[src/rtl/eeprom_master.sv]
// rtl/eeprom_master.sv - byte-level two-wire master for the save EEPROM (ce/data_in/data_out).
// Optional EEPROM_MASTER_ACK_CHECK_EN: a NACK in any address/data ACK cell sets ack_err and aborts to STOP.
module eeprom_master #(
  parameter int CLK_DIV = 4
) (
  input  logic        clk,
  input  logic        reset,
  input  logic        req,
  input  logic        we,
  input  logic [12:0] addr,
  input  logic [7:0]  wdata,
  output logic        busy,
  output logic        done,
  output logic [7:0]  rdata,
  output logic        ack_err,
  output logic        scl,
  output logic        sda_out,
  input  logic        sda_in
);
  localparam int DW = $clog2(CLK_DIV);
  localparam logic [DW-1:0] DIV_MAX = DW'(CLK_DIV - 1);

  typedef enum logic [2:0] {
    IDLE, START, TX_BYTE, TX_ACK, RSTART, RX_BYTE, RX_NACK, STOP
  } state_t;

  state_t        state_q;
  logic [DW-1:0] div_q;
  logic [1:0]    qtr_q;
  logic [3:0]    bit_q;
  logic [2:0]    idx_q;
  logic [7:0]    tx_q, rx_q, rdata_q, wdata_q;
  logic [12:0]   addr_q;
  logic          we_q, busy_q, done_q, scl_q, sda_q, ack_err_q;
  logic          cell_end, sample, scl_d, sda_d, nack_stop;

  // Pins are registered from the current position, so they trail the state by one clock;
  // sampling at the first clock of Q2 therefore lands on the last clock of Q1 on the wire.
  always_comb begin
    cell_end = (div_q == DIV_MAX) && (qtr_q == 2'd3);
    sample   = (div_q == '0) && (qtr_q == 2'd2);
    scl_d    = 1'b1;
    sda_d    = 1'b1;
    case (state_q)
      START, RSTART: begin
        scl_d = qtr_q[1] ^ qtr_q[0];
        sda_d = ~qtr_q[1];
      end
      TX_BYTE: begin
        scl_d = qtr_q[1] ^ qtr_q[0];
        sda_d = tx_q[7];
      end
      TX_ACK, RX_BYTE, RX_NACK: scl_d = qtr_q[1] ^ qtr_q[0];
      STOP: begin
        scl_d = (qtr_q != 2'd0);
        sda_d = qtr_q[1];
      end
      default: ;
    endcase
`ifdef EEPROM_MASTER_ACK_CHECK_EN
    nack_stop = ack_err_q;
`else
    nack_stop = 1'b0;
`endif
  end

  always_ff @(posedge clk or posedge reset) begin
    if (reset) begin
      state_q   <= IDLE;
      div_q     <= '0;
      qtr_q     <= '0;
      bit_q     <= '0;
      idx_q     <= '0;
      tx_q      <= '0;
      rx_q      <= '0;
      rdata_q   <= '0;
      wdata_q   <= '0;
      addr_q    <= '0;
      we_q      <= 1'b0;
      busy_q    <= 1'b0;
      done_q    <= 1'b0;
      scl_q     <= 1'b1;
      sda_q     <= 1'b1;
      ack_err_q <= 1'b0;
    end else begin
      scl_q  <= scl_d;
      sda_q  <= sda_d;
      done_q <= 1'b0;
      if (state_q == IDLE) begin
        div_q <= '0;
        qtr_q <= '0;
        // Busy while idle means STOP just finished: this is the completion cycle.
        if (busy_q) begin
          busy_q <= 1'b0;
          done_q <= 1'b1;
          if (!we_q) rdata_q <= rx_q;
        end else if (req) begin
          busy_q    <= 1'b1;
          we_q      <= we;
          addr_q    <= addr;
          wdata_q   <= wdata;
          ack_err_q <= 1'b0;
          state_q   <= START;
        end
      end else begin
        if (div_q == DIV_MAX) begin
          div_q <= '0;
          qtr_q <= qtr_q + 2'd1;
        end else begin
          div_q <= div_q + DW'(1);
        end
        if (sample && state_q == RX_BYTE) rx_q <= {rx_q[6:0], sda_in};
`ifdef EEPROM_MASTER_ACK_CHECK_EN
        if (sample && state_q == TX_ACK && sda_in) ack_err_q <= 1'b1;
`endif
        if (cell_end) begin
          case (state_q)
            START: begin
              state_q <= TX_BYTE;
              tx_q    <= 8'hA0;
              idx_q   <= 3'd0;
              bit_q   <= 4'd0;
            end
            TX_BYTE: begin
              tx_q  <= {tx_q[6:0], 1'b0};
              bit_q <= bit_q + 4'd1;
              if (bit_q == 4'd7) state_q <= TX_ACK;
            end
            TX_ACK: begin
              bit_q   <= 4'd0;
              idx_q   <= idx_q + 3'd1;
              state_q <= TX_BYTE;
              if (nack_stop) begin
                state_q <= STOP;
              end else begin
                case (idx_q)
                  3'd0: tx_q <= {3'b000, addr_q[12:8]};
                  3'd1: tx_q <= addr_q[7:0];
                  3'd2: if (we_q) tx_q <= wdata_q; else state_q <= RSTART;
                  3'd4: state_q <= RX_BYTE;
                  default: state_q <= STOP;
                endcase
              end
            end
            RSTART: begin
              state_q <= TX_BYTE;
              tx_q    <= 8'hA1;
              idx_q   <= 3'd4;
              bit_q   <= 4'd0;
            end
            RX_BYTE: begin
              bit_q <= bit_q + 4'd1;
              if (bit_q == 4'd7) state_q <= RX_NACK;
            end
            RX_NACK: state_q <= STOP;
            default: state_q <= IDLE;
          endcase
        end
      end
    end
  end

  assign busy    = busy_q;
  assign done    = done_q;
  assign rdata   = rdata_q;
  assign ack_err = ack_err_q;
  assign scl     = scl_q;
  assign sda_out = sda_q;
endmodule
[config.mk]
export PLATFORM = sky130hd
export DESIGN_NAME = eeprom_master
export DESIGN_NICKNAME = d
export VERILOG_FILES = /design/src/rtl/eeprom_master.sv
export SDC_FILE = /design/constraint.sdc
export NUM_CORES = 1
export LEC_CHECK = 0
export ABC_AREA = 0
export CORE_MARGIN = 8
export CORE_UTILIZATION = 54
export DETAILED_ROUTE_END_ITERATION = 16
export GPL_TIMING_DRIVEN = 0
export PLACE_DENSITY = 0.75
export SLEW_MARGIN = 20
export SYNTH_ARGS = -nofsm -noshare
export SYNTH_HDL_FRONTEND = slang
export SYNTH_SLANG_ARGS = --single-unit
[constraint.sdc]
create_clock -name clk -period 2.31 [get_ports clk]
set_input_delay 0.5775 -clock clk [delete_from_list [all_inputs] [get_ports clk]]
set_output_delay 0.5775 -clock clk [all_outputs]
set_load 0.02 [all_outputs]
# Word-level counts from Yosys, hierarchy flattened
# Index checks and enable logic that the tools add are counted.
[word_totals]
input_bits = 26
ff_bits = 64
wordCells = 92
[classes]
bitwise_logic = 5
n_reduce_logical = 24
addsub = 4
muxes = 24
n_eq_ne = 20
[ops]
columns = ["cell", "n"]
rows = [
  ["8-bit one-hot mux with 4 select lines", 1],
  ["8-bit one-hot mux with 3 select lines", 1],
  ["3-bit two-way mux", 7],
  ["3-bit one-hot mux with 3 select lines", 2],
  ["3-bit == test, second input constant", 5],
  ["3-bit one-hot mux with 5 select lines", 1],
  ["3-bit AND reduction", 4],
  ["5-bit AND reduction", 2],
  ["3-bit by 2-bit == test with 1-bit output, second input constant", 3],
  ["2-bit two-way mux", 4],
  ["8-bit two-way mux", 1],
  ["4-bit one-hot mux with 2 select lines", 1],
  ["2-bit nonzero test", 4],
  ["2-bit == test, second input constant", 3],
  ["3-bit by 1-bit == test with 1-bit output, second input constant", 2],
  ["3-bit zero test", 2],
  ["3-bit inequality test, second input constant", 2],
  ["2-bit OR reduction", 3],
  ["6-bit OR reduction", 1],
  ["2-bit by 1-bit adder with 2-bit output, second input constant", 2],
  ["4-bit by 1-bit adder with 4-bit output, second input constant", 1],
  ["4-bit by 3-bit == test with 1-bit output, second input constant", 1],
  ["1-bit two-way mux", 4],
  ["2-bit inequality test, second input constant", 2],
  ["13 further kinds", 18],
]

# Depth between registers and ports, before layout
# Gate-level depths: netlist (run 1).
[logic_depth]
word_depth = 6
ltp_mapped = 8
ltp_nobuf = 6

# Least setup slack after synthesis (run 1)
# No wires, ideal clock.
[synth_timing]
path_type = "register to register"
start = "register idx_q[0]"
end = "register tx_q[3]"
setup_slack_ps = 555
path_buffers = 1
stages_incl_launch_ff = 8
required_ps = 2189
t_arrival_ps = 1634
cell_sequence = "dfrtp_1 inv_1 ha_1 buf_2 a22o_1 a221oi_1 nor2_1 a22o_2"
[synth_between]
elab_chain_len = 3
elab_cells_between_ends = 8
cone_classes = "4 x eq/ne; 2 x mux; 2 x reduce/logical"
[synth_rtl]
columns = ["element", "line_no", "text"]
rows = [
  ["start: declaration", "31", "logic [2:0] idx_q;"],
  ["start signal: assignment", "131", "idx_q <= idx_q + 3'd1;"],
  ["3-bit by 2-bit == test with 1-bit output (tied with other cells)", "136", "case (idx_q)"],
  ["8-bit one-hot mux with 3 select lines (tied with other cells)", "136", ""],
  ["8-bit one-hot mux with 4 select lines or 5-bit AND reduction (tied branches)", "--", ""],
  ["end signal: assignment", "125", "tx_q <= {tx_q[6:0], 1'b0};"],
  ["end signal: assignment", "137", "3'd0: tx_q <= {3'b000, addr_q[12:8]};"],
  ["end signal: assignment", "138", "3'd1: tx_q <= addr_q[7:0];"],
  ["end: declaration", "32", "logic [7:0] tx_q, rx_q, rdata_q, wdata_q;"],
]
# Several ways; a longest one is shown, not always the timed one.
# A chain may end at the register's enable or synchronous reset.

# Final worst setup path (run 1)
[layout_timing]
start = "register idx_q[1]"
end = "register tx_q[3]"
# Same word-level chain as after synthesis.

==> results of run 1 <==
path summary, 6_finish.rpt:
path | end | slack, ps | cells after the start
min reg2reg | div_q[0] | 490 | 1
max reg2reg | tx_q[3] | 240 | 7
max in group asynchronous | bit_q[2] | 1240 | 3
min | div_q[0] | 490 | 1
min in group asynchronous | rdata[3] | 550 | 2
max | tx_q[3] | 240 | 7
per-layer routing:
metal	wire length [um]	global-route usage	part of all wire	vias to the layer above
met5	0	0	0	-
met4	129	0.0859	0.019	0
met3	385	0.0425	0.056	11
met2	3240	0.263	0.47	56
met1	3100	0.210	0.45	1146
li1	-	-	-	1110
registers in the layout (all words and copies together), names as in the netlist, 2 cells and up:
register,count
qtr_q,2
bit_q,4
wdata_q,8
state_q,3
rdata,8
tx_q,8
rx_q,8
div_q,2
idx_q,3
addr_q,13
logic make-up (layout without fill, tap and decap cells):
| family | Yosys count | count (layout) | share of synthesized area |
|---|---|---|---|
| AO/OA/AOI/OAI | 64 | 64 | 0.144 |
| XOR/XNOR | 1 | 1 | 0.00269 |
| adder cells (fa/ha/maj) | 10 | 10 | 0.0384 |
| buffers and inverters | 30 | 84 | 0.0581 |
| flip-flops | 64 | 64 | 0.493 |
| multiplexers | 43 | 43 | 0.150 |
| other | 1 | 1 | 0.00115 |
| AND/OR/NAND/NOR | 67 | 67 | 0.113 |
cells in the final DEF, fill, tap and decap left out, drive strengths merged, types with 4 or more instances in the layout:
master / count
a21oi: 9
a221oi: 4
a22o: 11
a22oi: 6
and2: 4
buf: 16
clkbuf: 11
clkdlybuf4s50: 37
dfrtp: 62
ha: 10
inv: 16
mux2: 40
nand2: 13
nand3: 5
nor2: 24
nor2b: 5
nor3: 4
o21ai: 13
through the flow:
stage	instances	setup TNS [ps]
after floorplan	280	0
after global placement	392	-61790
after detailed placement	393	0
after CTS	409	0
after global routing	409	0
final	409	0
layout make-up:
class,instances,area (um2)
buffer,17,140
clock buffer,9,124
clock inverter,7,125
fill,464,1900
inverter,13,51.3
multi-input combinational,186,1460
sequential,64,1600
tap,75,93.8
timing repair buffer,38,390
report_power, final:
group / internal (W) / switching, W
clock: 0.000730 / 0.000481
sequential: 0.00145 / 0.000211
combinational: 0.000598 / 0.000644
==> impl_metrics.csv, run 1 <==
group,metric,value,unit
clock_network,h-tree-depth,3,
final_layout,final_nets,365,
clock_network,cts.sinks,64,
logic_synthesis,synth_common_cells,"62 x dfrtp_1, 27 x mux2_1, 22 x nor2_1",
logic_synthesis,yosysTopAreaCellShare,0.477,
critical_path,critPathLaunch,"idx_q[1]",
logic_synthesis,synth-edff-count,0,
pwr,peakVddDrop,0.569,mV
floorplan,dieArea,8770,um2
run_status,outcome,"finished clean",
clock_network,cts_tree,"yes",
clock_network,cts_setup_buffers,0,
route,dr_total_vias,2323,
floorplan,io_pins,39,
critical_path,worstReg2RegStart,"idx_q[1]",
floorplan,core,5890,um2
placed_design,placed_area,3740,um2
clock_network,hold_buffers,0,
clock_network,cts.path.max_buffers,2,
sta,fmax,482,MHz
final_layout,final_core_util,0.678,
sta,maxSlewViolCount,0,
logic_synthesis,synthCells,280,
job,maxCapViolCount,0,
critical_path,path_class,"reg -> reg",
global_route,antenna_found_initial,0,
pwr,power,0.00412,W
logic_synthesis,synth_most_common_cell,"dfrtp_1",
clock_network,cts_resized,0,
clock_network,clk_pin_slew,70,ps
placed_design,post-dp-hpwl,4860,um
clock_network,clock_latency,350,ps
sta,hold_ws,487,ps
global_route,grt_pass1_wl,11500,um
floorplan,initial_utilization,0.553,
logic_synthesis,syn_area,3250,um2
logic_synthesis,yosysUniqueCellTypes,56,
min_path,min_from,"div_q[0]",
critical_path,crit_buf_inv,2,
critical_path,worst_path_max_delay_cell,"dfrtp_1",
sta,setup_slack,237,ps
global_route,grt_use_total,0.168,
route,first_pass_iters,4,
route,ant_nets,0,
global_route,grt_pass1_vias,2412,
logic_synthesis,synth_flop_cell,"dfrtp_1",
logic_synthesis,synthTopCellsByArea,"dfrtp_1 48%, mux2_1 9.3%, ha_1 3.8%, mux2_2 3.8%, a22o_1 2.7%",
sta,hold_viol,0,
critical_path,required,2550,ps
placed_design,place.gp.congestion,0.845,
route,first_iter_violations,178,
global_route,grt_max_degree,37,
sta,post-route-min-period,2070,ps
global_route,gr-total-overflow,0,
final_layout,fin_area,3990,um2
logic_synthesis,syn_nets,316,
logic_synthesis,synthArstFlopShare,1.00,
min_path,hold_class,"reg -> reg",
logic_synthesis,yosysTopAreaCell,"dfrtp_1",
clock_network,cts_root_buf,"clkbuf_8",
route,drc,0,
sta,fin_crit_sh,0.898,
sta,finalSetupViolCount,0,
logic_synthesis,yosysWarnings,0,
logic_synthesis,synth-seq-area-share,0.493,
critical_path,endpoint_kind,"register",
placed_design,dp_slack,275,ps
sta,skew,10.1,ps
final_layout,synthToLayoutAreaGrowth,22.6,%
sta,rsz0062_at_grt,"no",
critical_path,worstSetupStartpointType,"register",
critical_path,critPathMaxStageDelay,460,ps
pwr,leakagePower,1.79,nW
logic_synthesis,syn_avg_cell_area,11.6,um2
clock_network,cts_buffers,9,
pwr,p_per_area,1030,nW/um2
final_layout,num_antenna_cells,0,
critical_path,crit_chain,"inv_1 -> ha_1 -> clkbuf_1 -> o21bai_1 -> a221oi_1 -> nor2_1 -> a22o_2",
placed_design,io_buffers,37,
floorplan,die_w,93.6,um
route,drt-total-wl,6850,um
critical_path,path_delay_family,"compound AO/OA/AOI/OAI gates",
route,vias_per_cell,5.68,
route,wl_per_cell,16.8,um
critical_path,cp_data_arrival_time,2310,ps
floorplan,die_y,93.6,um
final_layout,drive_gt1_frac,0.171,
critical_path,crit_fanout,9,
logic_synthesis,synth_seq_cells,64,
floorplan,row_count,28,
(Power assumes the default switching activity.)
==> run 2, diff against run 1 <==
REMOVE_ABC_BUFFERS = 1   (was unset)
==> run 2 against run 1 <==
  * Via count down 2.7%
  * Cell count decreased by 4.4%
  * Wire length fell by 5.0%
  * Largest cell class unchanged
  * Largest power group unchanged
  * Maximum frequency down 2.9%
  * Final area down 3.8%
  * Sequential cell count stayed put
  * Sequential share of layout area up 1.6 points
  * Sequential power up 6%
  * Clock skew down 4.5 ps
  * Critical path type unchanged
  * Worst setup slack worse by 61 ps
  * Clock-buffer cell count increased by 3
==> impl_metrics.csv, run 2 (synthesis results as in run 1) <==
group,metric,value,unit
sta,fin_crit_sh,0.924,
route,first_pass_iters,4,
clock_network,cts_buffers,9,
sta,setup_slack,176,ps
floorplan,core,5890,um2
critical_path,r2r_cells,6,
placed_design,dp_slack,-131,ps
sta,rsz0062_at_grt,"no",
pwr,leakagePower,1.70,nW
critical_path,required,2530,ps
pwr,comb_power_share,0.274,
clock_network,clk_pin_slew,70,ps
clock_network,cts.sinks,64,
job,maxCapViolCount,0,
route,ant_nets,0,
global_route,grt_pass1_vias,2325,
global_route,grt_pass1_wl,11000,um
floorplan,dieArea,8770,um2
sta,worst_pin_slew,713,ps
pwr,pwr-share-seq,0.451,
floorplan,initial_utilization,0.553,
min_path,hold_class,"reg -> reg",
route,vias_per_cell,5.78,
final_layout,regMostFlops,"addr_q",
pwr,p_int,0.00266,W
clock_network,cts_root_buf,"clkbuf_8",
critical_path,worstSetupStartpointType,"register",
pwr,p_sw_frac,0.320,
critical_path,r2r-end,"tx_q[3]",
pwr,power,0.00390,W
final_layout,num_antenna_cells,0,
global_route,antenna_found_initial,0,
critical_path,cp_data_arrival_time,2360,ps
clock_network,hold_buffers,0,
global_route,top_usage_layer,"met2",
pwr,peakVddDrop,0.578,mV
final_layout,final_nets,348,
route,drc,0,
placed_design,post-dp-hpwl,4350,um
route,drt-total-wl,6510,um
global_route,grt_use_total,0.158,
floorplan,row_count,28,
clock_network,clock_latency,340,ps
pwr,p_per_area,1020,nW/um2
sta,max_slew_margin,0.524,
final_layout,final_common_cell,"dfrtp_1",
critical_path,critPathLaunch,"idx_q[0]",
pwr,power_frac_clock,0.276,
critical_path,path_class,"reg -> reg",
route,dr_total_vias,2261,
sta,finalSetupViolCount,0,
final_layout,drive_gt1_frac,0.142,
route,wl_per_cell,16.6,um
clock_network,h-tree-depth,3,
critical_path,worstReg2RegStart,"idx_q[0]",
run_status,outcome,"finished clean",
critical_path,crit_fanout,12,
global_route,gr-usage-met1,0.194,
global_route,grtUsageMet2,0.254,
final_layout,fin_area,3840,um2
clock_network,cts.path.max_buffers,2,
global_route,gr-total-overflow,0,
sta,maxSlewViolCount,0,
final_layout,largest_reg_flops,13,
route,first_iter_violations,212,
critical_path,ff2ff_setup_slack,180,ps
final_layout,synthToLayoutAreaGrowth,18.0,%
floorplan,io_pins,39,
floorplan,die_w,93.6,um
global_route,grt_max_degree,51,
placed_design,placed_area,3610,um2
final_layout,layoutNonFillerInstCount,391,
final_layout,final_cell_mix,"60 x dfrtp_1, 37 x clkdlybuf4s50_1, 27 x mux2_1",
sta,skew,5.61,ps
placed_design,place.gp.congestion,0.845,
sta,fmax,469,MHz
sta,hold_viol,0,
critical_path,endpoint,"tx_q[3]",
critical_path,endpoint_kind,"register",
sta,post-route-min-period,2130,ps
floorplan,die_y,93.6,um
global_route,grt_use_met3,0.0425,
clock_network,cts_tree,"yes",
placed_design,dpl.cell_count,376,
pwr,power_switching,0.00125,W
placed_design,io_buffers,37,
-- run 2: cell count changes in the layout (fill, tap and decap cells not counted), sizes merged --
cell,previous run,this run
clkbuf,11,12
buf,16,1
bufinv,3,2
inv,16,13
-- run 2: routing by layer --
layer	vias to the layer above	share of wire
li1	1069	-
met1	1136	0.45
met2	46	0.49
met3	10	0.039
met4	0	0.018
met5	-	0
-- run 2: power groups by stage --
stage | Sequential, W | Clock [W] | Combinational (W)
detailed placement | 0.00177 | 0 | 0.00106
floorplan | 0.00172 | 0 | 0.000746
global route | 0.00181 | 0.00114 | 0.00119
CTS | 0.00176 | 0.00109 | 0.00107
finish | 0.00176 | 0.00108 | 0.00107
global placement | 0.00175 | 0 | 0.00102
-- run 2: layout make-up --
cell class                 instances  area [um2]
clock buffer                      12         155
multi-input combinational        186        1470
sequential                        64        1610
inverter                          13        51.3
timing repair buffer              38         398
fill                             465        2050
tap                               75        93.8
clock inverter                     3        65.1
-- run 2: worst min-delay path by stage --
stage               cells after the start       end     start
floorplan                               1  div_q[0]  div_q[0]
global placement                        1  div_q[0]  div_q[0]
detailed placement                      1  div_q[0]  div_q[0]
CTS                                     1  div_q[0]  div_q[0]
global route                            1  div_q[0]  div_q[0]
finish                                  1  div_q[0]  div_q[0]
-- run 2: worst max-delay path, stage by stage, from the launching register on --
cell	delay, ps
dfrtp_1	440
inv_1	110
ha_1	460
o21bai_1	270
a221oi_1	380
nor2_1	90
a22o_2	270
-- run 2: what timing repair did --
action / CTS / global route
gates resized for setup: 3 / 2
buffers inserted: 0 / 0
endpoints found under the setup margin: 32 / 5
cloned: 0 / 0
-- run 2: per-stage QoR --
step | hold WS, ps | setup TNS (ps) | util
floorplan | 438 | 0 | -
global placement | 456 | -62070 | 0.608
detailed placement | 458 | -1590 | 0.613
CTS | 466 | 0 | 0.651
global route | 482 | 0 | 0.652
finish | 462 | 0 | 0.652
